`src/rtl/decoder_seq_n_if.sv`:
```
// Request/response bundle for decoder_seq_n.
// The master issues decode requests and the slave returns the registered decode.
interface decoder_seq_n_if #(
  parameter int N = 3
);
  logic             in_valid;
  logic             in_ready;
  logic [N-1:0]     addr;
  logic             en;
  logic [1:0]       mode;
  logic [2**N-1:0]  out;
  logic             out_valid;
  logic             busy;
  logic [N-1:0]     scan_idx;

  modport master (
    output in_valid, addr, en, mode,
    input  in_ready, out, out_valid, busy, scan_idx
  );

  modport slave (
    input  in_valid, addr, en, mode,
    output in_ready, out, out_valid, busy, scan_idx
  );
endinterface

```
`src/rtl/decoder_seq_n.sv`:
```
// Registered N-to-2^N one-hot write-enable decoder.
// Supports single-cycle pulse, latched hold and walking-one scan, with an optional hardwired-zero index.
module decoder_seq_n #(
  parameter int N        = 3,
  parameter int SCAN_LEN = 8,
  parameter int MASK_EN  = 0,
  parameter int MASK_IDX = 2**N-1
) (
  input logic            clk,
  input logic            reset,
  decoder_seq_n_if.slave bus
);

  localparam int W  = 2**N;
  localparam int LW = $clog2(SCAN_LEN + 1);

  localparam logic [1:0]    MODE_HOLD = 2'd1;
  localparam logic [1:0]    MODE_SCAN = 2'd2;
  localparam logic [LW-1:0] LEN_LAST  = LW'(SCAN_LEN);
  localparam logic [W-1:0]  KEEP_MASK = (MASK_EN != 0) ? ~(W'(1) << MASK_IDX) : '1;

  typedef enum logic [1:0] {
    IDLE,
    PULSE,
    HOLD,
    SCAN
  } state_e;

  state_e        state, state_nx;
  logic [W-1:0]  out_q, out_nx;
  logic          valid_q, valid_nx;
  logic [N-1:0]  idx_q, idx_nx;
  logic [LW-1:0] len_q, len_nx;
  logic          scan_en_q, scan_en_nx;
  logic          accept;

  // The masked index is stripped here so no path can ever drive it high.
  function automatic logic [W-1:0] decode(input logic [N-1:0] idx, input logic enable);
    return enable ? ((W'(1) << idx) & KEEP_MASK) : '0;
  endfunction

  assign bus.in_ready  = (state != SCAN);
  assign accept        = bus.in_valid && bus.in_ready;

  assign bus.out       = out_q;
  assign bus.out_valid = valid_q;
  assign bus.busy      = (state == SCAN);
  assign bus.scan_idx  = idx_q;

  always_comb begin
    // NOTE: every variable gets a default first so no path leaves it unassigned and infers a latch.
    state_nx   = state;
    out_nx     = out_q;
    valid_nx   = valid_q;
    idx_nx     = idx_q;
    len_nx     = len_q;
    scan_en_nx = scan_en_q;

    if (state == SCAN) begin
      // len_q counts scan cycles already driven, including the one on the bus now.
      if (len_q == LEN_LAST) begin
        state_nx = IDLE;
        out_nx   = '0;
        valid_nx = 1'b0;
      end else begin
        idx_nx = idx_q + N'(1);
        len_nx = len_q + LW'(1);
        out_nx = decode(idx_q + N'(1), scan_en_q);
      end
    end else if (accept) begin
      valid_nx = 1'b1;
      out_nx   = decode(bus.addr, bus.en);
      case (bus.mode)
        MODE_HOLD: state_nx = HOLD;
        MODE_SCAN: begin
          state_nx   = SCAN;
          idx_nx     = bus.addr;
          len_nx     = LW'(1);
          scan_en_nx = bus.en;
        end
        default:   state_nx = PULSE;
      endcase
    end else if (state == PULSE) begin
      state_nx = IDLE;
      out_nx   = '0;
      valid_nx = 1'b0;
    end
  end

  always_ff @(posedge clk or posedge reset) begin
    if (reset) begin
      state     <= IDLE;
      out_q     <= '0;
      valid_q   <= 1'b0;
      idx_q     <= '0;
      len_q     <= '0;
      scan_en_q <= 1'b0;
    end else begin
      // NOTE: non-blocking assignments so every register samples the pre-edge values.
      state     <= state_nx;
      out_q     <= out_nx;
      valid_q   <= valid_nx;
      idx_q     <= idx_nx;
      len_q     <= len_nx;
      scan_en_q <= scan_en_nx;
    end
  end

  a_onehot0: assert property (@(posedge clk) disable iff (reset) $onehot0(out_q));

  if (MASK_EN != 0) begin : g_mask_chk
    a_mask_low: assert property (@(posedge clk) disable iff (reset) out_q[MASK_IDX] == 1'b0);
  end

endmodule

```
`src/flat_wrapper.sv`:
```
// flat-port wrapper written by rule: the top's interface ports become plain ports
module decoder_seq_n_flat 
#(
  parameter int N        = 3,
  parameter int SCAN_LEN = 8,
  parameter int MASK_EN  = 0,
  parameter int MASK_IDX = 2**N-1
)
  (clk, reset, bus_in_valid, bus_addr, bus_en, bus_mode, bus_in_ready, bus_out, bus_out_valid, bus_busy, bus_scan_idx);
  decoder_seq_n_if #(.N(N)) bus_i ();
  input logic clk;
  input logic reset;
  input wire logic [$bits(bus_i.in_valid)-1:0] bus_in_valid;
  input wire logic [$bits(bus_i.addr)-1:0] bus_addr;
  input wire logic [$bits(bus_i.en)-1:0] bus_en;
  input wire logic [$bits(bus_i.mode)-1:0] bus_mode;
  output wire logic [$bits(bus_i.in_ready)-1:0] bus_in_ready;
  output wire logic [$bits(bus_i.out)-1:0] bus_out;
  output wire logic [$bits(bus_i.out_valid)-1:0] bus_out_valid;
  output wire logic [$bits(bus_i.busy)-1:0] bus_busy;
  output wire logic [$bits(bus_i.scan_idx)-1:0] bus_scan_idx;
  assign bus_i.in_valid = bus_in_valid;
  assign bus_i.addr = bus_addr;
  assign bus_i.en = bus_en;
  assign bus_i.mode = bus_mode;
  assign bus_in_ready = bus_i.in_ready;
  assign bus_out = bus_i.out;
  assign bus_out_valid = bus_i.out_valid;
  assign bus_busy = bus_i.busy;
  assign bus_scan_idx = bus_i.scan_idx;
  decoder_seq_n #(.N(N), .SCAN_LEN(SCAN_LEN), .MASK_EN(MASK_EN), .MASK_IDX(MASK_IDX)) u_core (.clk(clk), .reset(reset), .bus(bus_i));
endmodule
```
`config.mk`:
```
export PLATFORM = sky130hd
export DESIGN_NAME = decoder_seq_n_flat
export DESIGN_NICKNAME = d
export VERILOG_FILES = /design/src/rtl/decoder_seq_n_if.sv /design/src/rtl/decoder_seq_n.sv /design/src/flat_wrapper.sv
export SDC_FILE = /design/constraint.sdc
export NUM_CORES = 1
export LEC_CHECK = 0
export ABC_CLOCK_PERIOD_IN_PS = 1750
export CAP_MARGIN = 20
export CORE_MARGIN = 2
export CORE_UTILIZATION = 40
export CTS_BUF_LIST = sky130_fd_sc_hd__clkbuf_8
export DETAILED_ROUTE_END_ITERATION = 7
export PLACE_DENSITY = 0.65
export SYNTH_ARGS = -nofsm -noshare
export SYNTH_HDL_FRONTEND = slang
export SYNTH_SLANG_ARGS = --single-unit
```
`constraint.sdc`:
```
create_clock -name clk -period 1.75 [get_ports clk]
set_clock_uncertainty 0.15 [all_clocks]
set_input_delay 0.35 -clock clk [delete_from_list [all_inputs] [get_ports clk]]
set_output_delay 0.35 -clock clk [all_outputs]
set_load 0.02 [all_outputs]
```
# Word-level counts from Yosys, hierarchy flattened
# Index checks and enable logic that the tools add are counted.
word_totals:
  regBits: 19
  latchBits: 0
  ram_bits: 0
  rom_bits: 0
  in_bits: 9
  word_cells: 49
  n_memories: 0
classes:
  addsub: 2
  mul: 0
  n_div: 0
  order_cmp: 0
  n_eq_ne: 8
  n_shift: 2
  n_mux: 23
  bitwise_logic: 1
  reduce_logical: 7
ops:
  columns: ["op", "count"]
  rows:
  - ["$mux W8", 6]
  - ["$mux W4", 4]
  - ["$shl A1 B3 Y8 const A", 2]
  - ["$mux W3", 4]
  - ["$mux W2", 4]
  - ["$reduce_and A3 Y1", 2]
  - ["$add A4 B1 Y4 const B", 1]
  - ["$eq A2 B1 Y1 const B", 2]
  - ["$eq A2 B2 Y1 const B", 2]
  - ["$eq A4 B4 Y1 const B", 1]
  - ["$mux W1", 4]
  - ["$ne A2 B2 Y1 const B", 2]
  - ["$pmux W2 S2", 1]
  - ["$reduce_bool A2 Y1", 2]
  - ["$add A3 B1 Y3 const B", 1]
  - ["$reduce_bool A3 Y1", 1]
  - ["$ne A2 B1 Y1 const B", 1]
  - ["$reduce_and A2 Y1", 1]
  - ["$logic_and A1 B1 Y1", 1]
  - ["$not A1 Y1", 1]

# Longest topological paths before layout
# Gate-level depths: netlist (run 1).
depth:
  ltp_word: 5
  depth_mapped: 6

# Worst setup path after synthesis (run 1)
# No wires, ideal clock.
synth_timing:
  kind: "reg-to-reg"
  from: "register u_core.idx_q[0], in the netlist u_core.bus.scan_idx[0]"
  to: "register u_core.out_q[0], in the netlist u_core.bus.out[0]"
  setup_time_ns: 0.124
  arrival_ns: 1.339
  path_slack_ns: 0.137
  path_stages_with_launch: 6
  cell_sequence: "dfrtp_1 > ha_1 > xnor2_1 > nand2_1 > nor2_1 > a211o_1"
synth_between:
  elab_chain_cells: 5
synth_lines:
  columns: ["item", "line", "source"]
  rows:
  - ["from (decl)", "decoder_seq_n.sv:32", "logic [N-1:0] idx_q, idx_nx;"]
  - ["from (signal assigned)", "decoder_seq_n.sv:103", "idx_q <= idx_nx;"]
  - ["$add A3 B1 Y3", "decoder_seq_n.sv:68", "out_nx = decode(idx_q + N'(1), scan_en_q);"]
  - ["$shl A1 B3 Y8", "decoder_seq_n.sv:39", "return enable ? ((W'(1) << idx) & KEEP_MASK) : '0;"]
  - ["$mux W8", "decoder_seq_n.sv:39", null]
  - ["$mux W8", "decoder_seq_n.sv:61", "if (len_q == LEN_LAST) begin"]
  - ["$mux W8", "decoder_seq_n.sv:59", "if (state == SCAN) begin"]
  - ["to (signal assigned)", "decoder_seq_n.sv:101", "out_q <= out_nx;"]
  - ["to (decl)", "decoder_seq_n.sv:30", "logic [W-1:0] out_q, out_nx;"]
# Every way passes these cells.
# A chain may end at the register's enable or synchronous reset.

# Final worst setup path (run 1)
layout_timing:
  from: "register u_core.valid_q, in the netlist u_core.bus.out_valid"
  to: "output port bus_out_valid"
layout_lines:
  columns: ["item", "line", "source"]
  rows:
  - ["from (decl)", "decoder_seq_n.sv:31", "logic valid_q, valid_nx;"]
  - ["from (signal assigned)", "decoder_seq_n.sv:102", "valid_q <= valid_nx;"]
  - ["to (decl)", "flat_wrapper.sv:19", "output wire logic [$bits(bus_i.out_valid)-1:0] bus_out_valid;"]
# No word-level cell between the ends.

==> results of run 1 <==
[sequential cells by signal (all words and copies together), names as in the netlist]
name and flops:
u_core.scan_en_q 1, u_core.bus.out_valid 1, u_core.bus.out 8, u_core.state 2, u_core.len_q 4, u_core.bus.scan_idx 3
[where the power goes]
part / internal (mW) / switching (mW) / total [mW]
combinational: 0.437 / 0.500 / 0.938
clock: 0.156 / 0.149 / 0.306
sequential: 0.576 / 0.126 / 0.702
[cell type report]
class	count	area [sq um]	share of cell area, %
multi-input combinational	82	574	37.8
tap	30	37.5	2.47
clock inverter	1	3.75	0.247
inverter	9	33.8	2.22
clock buffer	3	41.3	2.72
timing repair buffer	39	354	23.3
sequential	19	475	31.3
[tightest hold or removal path: cells and delay by family]
family / cells / cell delay, ps
buffers and inverters: 3 / 690
[metrics by stage]
stage | TNS (ps) | area, sq um | setup WS (ps)
2_1_floorplan | 0 | 1090 | 137
3_5_place_dp | -1780 | 1460 | -246
6_report | 0 | 1520 | 36.7
4_1_cts | 0 | 1500 | 21.7
5_1_grt | 0 | 1520 | 1.69
3_3_place_gp | -1510 | 1460 | -196
[cell usage in the layout (no fill, tap or decap), types with 5 or more instances in the layout]
cell / Yosys / routed
buf_4: 1 / 17
clkdlybuf4s50_1: 0 / 12
dfrtp_1: 19 / 19
dlygate4sd2_1: 0 / 5
dlymetal6s2s_1: 0 / 5
ha_1: 9 / 9
inv_1: 8 / 9
nand2_1: 15 / 15
nand3_1: 8 / 8
nor2_1: 5 / 5
o211ai_1: 5 / 5
[timing repair]
action / in CTS / in global routing
gates resized for setup: 5 / 9
setup buffers: 0 / 0
setup endpoints to repair: 5 / 7
hold endpoints to repair: 0 / 0
[logic make-up after synthesis]
family / after synthesis
XOR/XNOR: 3
adder cells (fa/ha/maj): 9
buffers and inverters: 11
AND/OR/NAND/NOR: 45
multiplexers: 3
AO/OA/AOI/OAI: 22
flip-flops: 19
[path summary, 6_finish.rpt]
check                                     start                endpoint  slack [ps]  cells past startpoint
hold / removal                            reset  u_core.bus.scan_idx[1]         260                      3
hold reg to reg               u_core.bus.out[3]       u_core.bus.out[3]         330                      1
setup / recovery           u_core.bus.out_valid           bus_out_valid          40                      1
max in group asynchronous                 reset         u_core.state[1]         990                      3
setup reg to reg                u_core.len_q[0]       u_core.bus.out[4]         100                      6
min in group clk              u_core.bus.out[3]       u_core.bus.out[3]         330                      1
[metal layers]
metal	vias up	track usage (%)	share of wire, %
met3	0	5.35	4.4
met5	-	0	0
met4	0	3.06	0
met2	18	30.1	51
met1	467	19.2	45
li1	475	-	-
==> impl_metrics.yaml, run 1 <==
timing:
  worst_pin_slew_ps: 263
  finalCriticalPeriod_ps: 1710
  fmax_mhz: 584
  rsz0062_at_grt: "false"
  finalCritPeriodShare_pct: 97.9
  hold_viol: 0
  slew-limit-headroom_pct: 82.4
  hold_ws_ps: 256
  finalSetupViolCount: 0
  slew_viol_final: 0
logic_synthesis:
  synthCells: 112
  synth_top_area_cell: "dfrtp_1"
  async_flop_share_pct: 100
  synth-main-ff-cell: "dfrtp_1"
  yosys_register_bits: 19
  synth_top_family_by_area: "simple AND/OR/NAND/NOR gates"
  synthAdderAreaFrac_pct: 10.3
  synthXorXnorAreaFrac_pct: 2.41
  synth_most_common_cell: "dfrtp_1"
  synth_cell_type_count: 36
  synth.area.top_cells: "dfrtp_1, ha_1, nand2_1"
  yosysTopAreaCellShare_pct: 43.6
  syn_avg_cell_area_sq_um: 9.73
  synth_mux_area_share_pct: 4.02
  synth_edf_count: 0
  synth_nets: 130
  seq_area_frac_synth_pct: 43.6
  synth_compound_area_share_pct: 13.4
  yosysWarnings: 0
  syn_area_sq_mm: 0.00109
  ys_top_cells_by_count: "dfrtp_1, nand2_1, ha_1"
  synthSimpleGateAreaFrac_pct: 21.4
clocking:
  cts_max_path_buffers: 2
  cts_hold_buf: 0
  cts_tree: "yes"
  cts_buffers: 3
  insertion_delay_ps: 260
  cts-root-buf: "clkbuf_8"
  path_clk_slew_ps: 70
  clock_sinks: 19
  htree_levels: 1
routing:
  drc: 0
  drt_iter0_drc: 11
  viasPerCell: 5.25
  wl_microns: 2390
  wl_per_cell_microns: 13.0
  ant_nets: 0
  vias: 960
  drt_pass1_iterations: 4
flow_run:
  maxCapViolations: 0
critical_path:
  start_kind: "register"
  crit_path_end_kind: "output port"
  max_stage_delay_ps: 600
  crit_fanout: 2
  path_buf_inv: 1
  path_cells: "clkdlybuf4s50_1"
  worst_path_max_delay_cell: "clkdlybuf4s50_1"
  path_delay_family: "buffers and inverters"
  critPathArrivalTime_ps: 1210
  crit_required_ps: 1250
  path_class: "reg -> out"
final_layout:
  nets: 172
  utilization_pct: 60.3
  fin_cells: 183
  drive_gt1_share_pct: 19.0
  antennaDiodeCount: 0
  area_growth_pct: 39.5
  fillers: 234
grt:
  grt_pass1_wl_microns: 4080
  grt_pass1_vias: 922
  antenna_found_initial: 0
  grt-ovfl-total: 0
  grt_use_total_pct: 16.6
  grt_max_degree: 20
floorplanning:
  die-area_sq_mm: 0.00316
  ios: 23
  die_h_microns: 56.2
  num_rows: 18
  core_area_sq_mm: 0.00252
  initial_utilization_pct: 43.2
  die_w_microns: 56.2
placed_design:
  place_inst: 179
  place.port_buffers: 22
  hpwl_microns: 1870
  place.gp.congestion: 0.797
power:
  p_per_area_mw_per_mm2: 1280
  leakagePower_nw: 0.815
  power_mw: 1.95
  ir_drop_mv: 0.902
worst_hold_path:
  hold_path_class: "in -> async"
run_status:
  status: "complete, no violations"
(Power assumes the default switching activity.)
==> inputs of run 2 (changes only) <==
- GPL_TIMING_DRIVEN: unset -> 0
- REMOVE_ABC_BUFFERS: unset -> 1
==> run 2 against run 1 <==
  * Global-route usage fell by 0.19 points
  * Register-to-register slack about the same
  * Combinational power shrank 6.7%
  * Critical path depth unchanged
  * Routed wire length fell by 4.6%
  * Hold slack better by 69 ps
  * First-iteration DRC count is 55% lower
  * Sequential cell count did not move
  * Sequential power increased by 7.4%
  * Utilization is 3.6 points lower
  * Critical endpoint is now bus_out[6]
==> impl_metrics.yaml, run 2 (synthesis results as in run 1) <==
power:
  p_per_area_mw_per_mm2: 1350
  ir_drop_mv: 0.793
  leakagePower_nw: 0.704
  power_mw: 1.93
routing:
  viasPerCell: 5.35
  drc: 0
  ant_nets: 0
  wl_per_cell_microns: 13.6
  wl_microns: 2280
  vias: 899
  drt_pass1_iterations: 4
  drt_iter0_drc: 5
clocking:
  cts_buffers: 3
  path_clk_slew_ps: 70
  clock_sinks: 19
  cts_tree: "yes"
  insertion_delay_ps: 250
  htree_levels: 1
  cts_max_path_buffers: 2
  cts-root-buf: "clkbuf_8"
worst_hold_path:
  hold_path_class: "reg -> reg"
grt:
  grt_pass1_vias: 819
  antenna_found_initial: 0
  grt_pass1_wl_microns: 4020
  grt-ovfl-total: 0
  grt_max_degree: 20
  grt_use_total_pct: 16.4
critical_path:
  path_delay_family: "buffers and inverters"
  crit_path_end_kind: "output port"
  reg2reg_setup_slack_ps: 90
  critPathArrivalTime_ps: 1210
  start_kind: "register"
  max_stage_delay_ps: 600
  worst_path_max_delay_cell: "clkdlybuf4s50_1"
  crit_fanout: 2
  crit_required_ps: 1250
  path_class: "reg -> out"
  path_cells: "clkdlybuf4s50_1"
  path_buf_inv: 1
placed_design:
  hpwl_microns: 1670
  place.port_buffers: 22
  place_area_sq_mm: 0.00133
  place.gp.congestion: 0.828
timing:
  worst_pin_slew_ps: 734
  slew-limit-headroom_pct: 51.0
  finalCritPeriodShare_pct: 97.5
  fmax_mhz: 586
  finalSetupViolCount: 0
  slew_viol_final: 0
  hold_viol: 0
  finalCriticalPeriod_ps: 1710
final_layout:
  antennaDiodeCount: 0
  area_growth_pct: 31.1
  drive_gt1_share_pct: 13.0
  final_common_cell: "dfrtp_1"
  final_cell_mix: "dfrtp_1, nand2_1, clkdlybuf4s50_1, inv_1, ha_1"
  largest_register_ffs: 8
  nets: 157
  utilization_pct: 56.6
  design_area_sq_mm: 0.00143
floorplanning:
  die_h_microns: 56.2
  ios: 23
  core_area_sq_mm: 0.00252
  initial_utilization_pct: 43.2
  die_w_microns: 56.2
  num_rows: 18
  die-area_sq_mm: 0.00316
flow_run:
  maxCapViolations: 0
run_status:
  status: "complete, no violations"
## run 2: metrics by stage
stage                     TNS (ps)  hold WS, ps  setup WS, ps  std cells
after global routing         -4.06          358         -4.06        168
final                            0          325          44.0        168
after CTS                        0          333          4.96        166
after floorplan                  0          151           137        110
after global placement       -2910          313          -407        162
after detailed placement     -3360          316          -432        162
## run 2: cell type report
type | count | area [sq um]
Timing Repair Buffer | 24 | 234
Inverter | 9 | 36.3
Clock inverter | 1 | 3.75
Clock buffer | 3 | 41.3
Sequential cell | 19 | 479
Multi-Input combinational cell | 82 | 597
Tap cell | 30 | 37.5
Fill cell | 236 | 1090
## run 2: report_power, final
part           switching, mW  leakage (nW)  internal (mW)
clock                  0.145        0.0269          0.156
combinational          0.476         0.437          0.399
sequential             0.171         0.240          0.583
total                  0.791         0.704           1.14
## run 2: metal layers
metal  track usage [%]  up-vias  wire (microns)
met5                 0        -               0
li1                  -      449               -
met4              9.18        0              53
met2              24.2       19            1050
met1              22.7      427            1090
met3              2.79        4              81
## run 2: final timing paths
path / startpoint / to / depth (start not counted)
max: u_core.bus.out[6] / bus_out[6] / 1
min: u_core.bus.out[5] / u_core.bus.out[5] / 2
max reg2reg: u_core.bus.scan_idx[0] / u_core.bus.out[0] / 5
min reg2reg: u_core.bus.out[5] / u_core.bus.out[5] / 2
max in group asynchronous: reset / u_core.bus.scan_idx[0] / 2
min in group asynchronous: reset / u_core.state[1] / 2
## run 2: repair_timing
| item | in CTS | in global routing |
|---|---|---|
| resized for setup | 12 | 8 |
| pin swaps | 0 | 0 |
| hold buffers | 0 | 0 |
| endpoints found under the setup margin | 9 | 9 |
| setup buffers | 0 | 2 |
==> inputs of run 3 (changes only) <==
- SLEW_MARGIN: unset -> 20
==> results of run 3 <==
The final DEF is identical to that of run 2; final timing and power are the same.
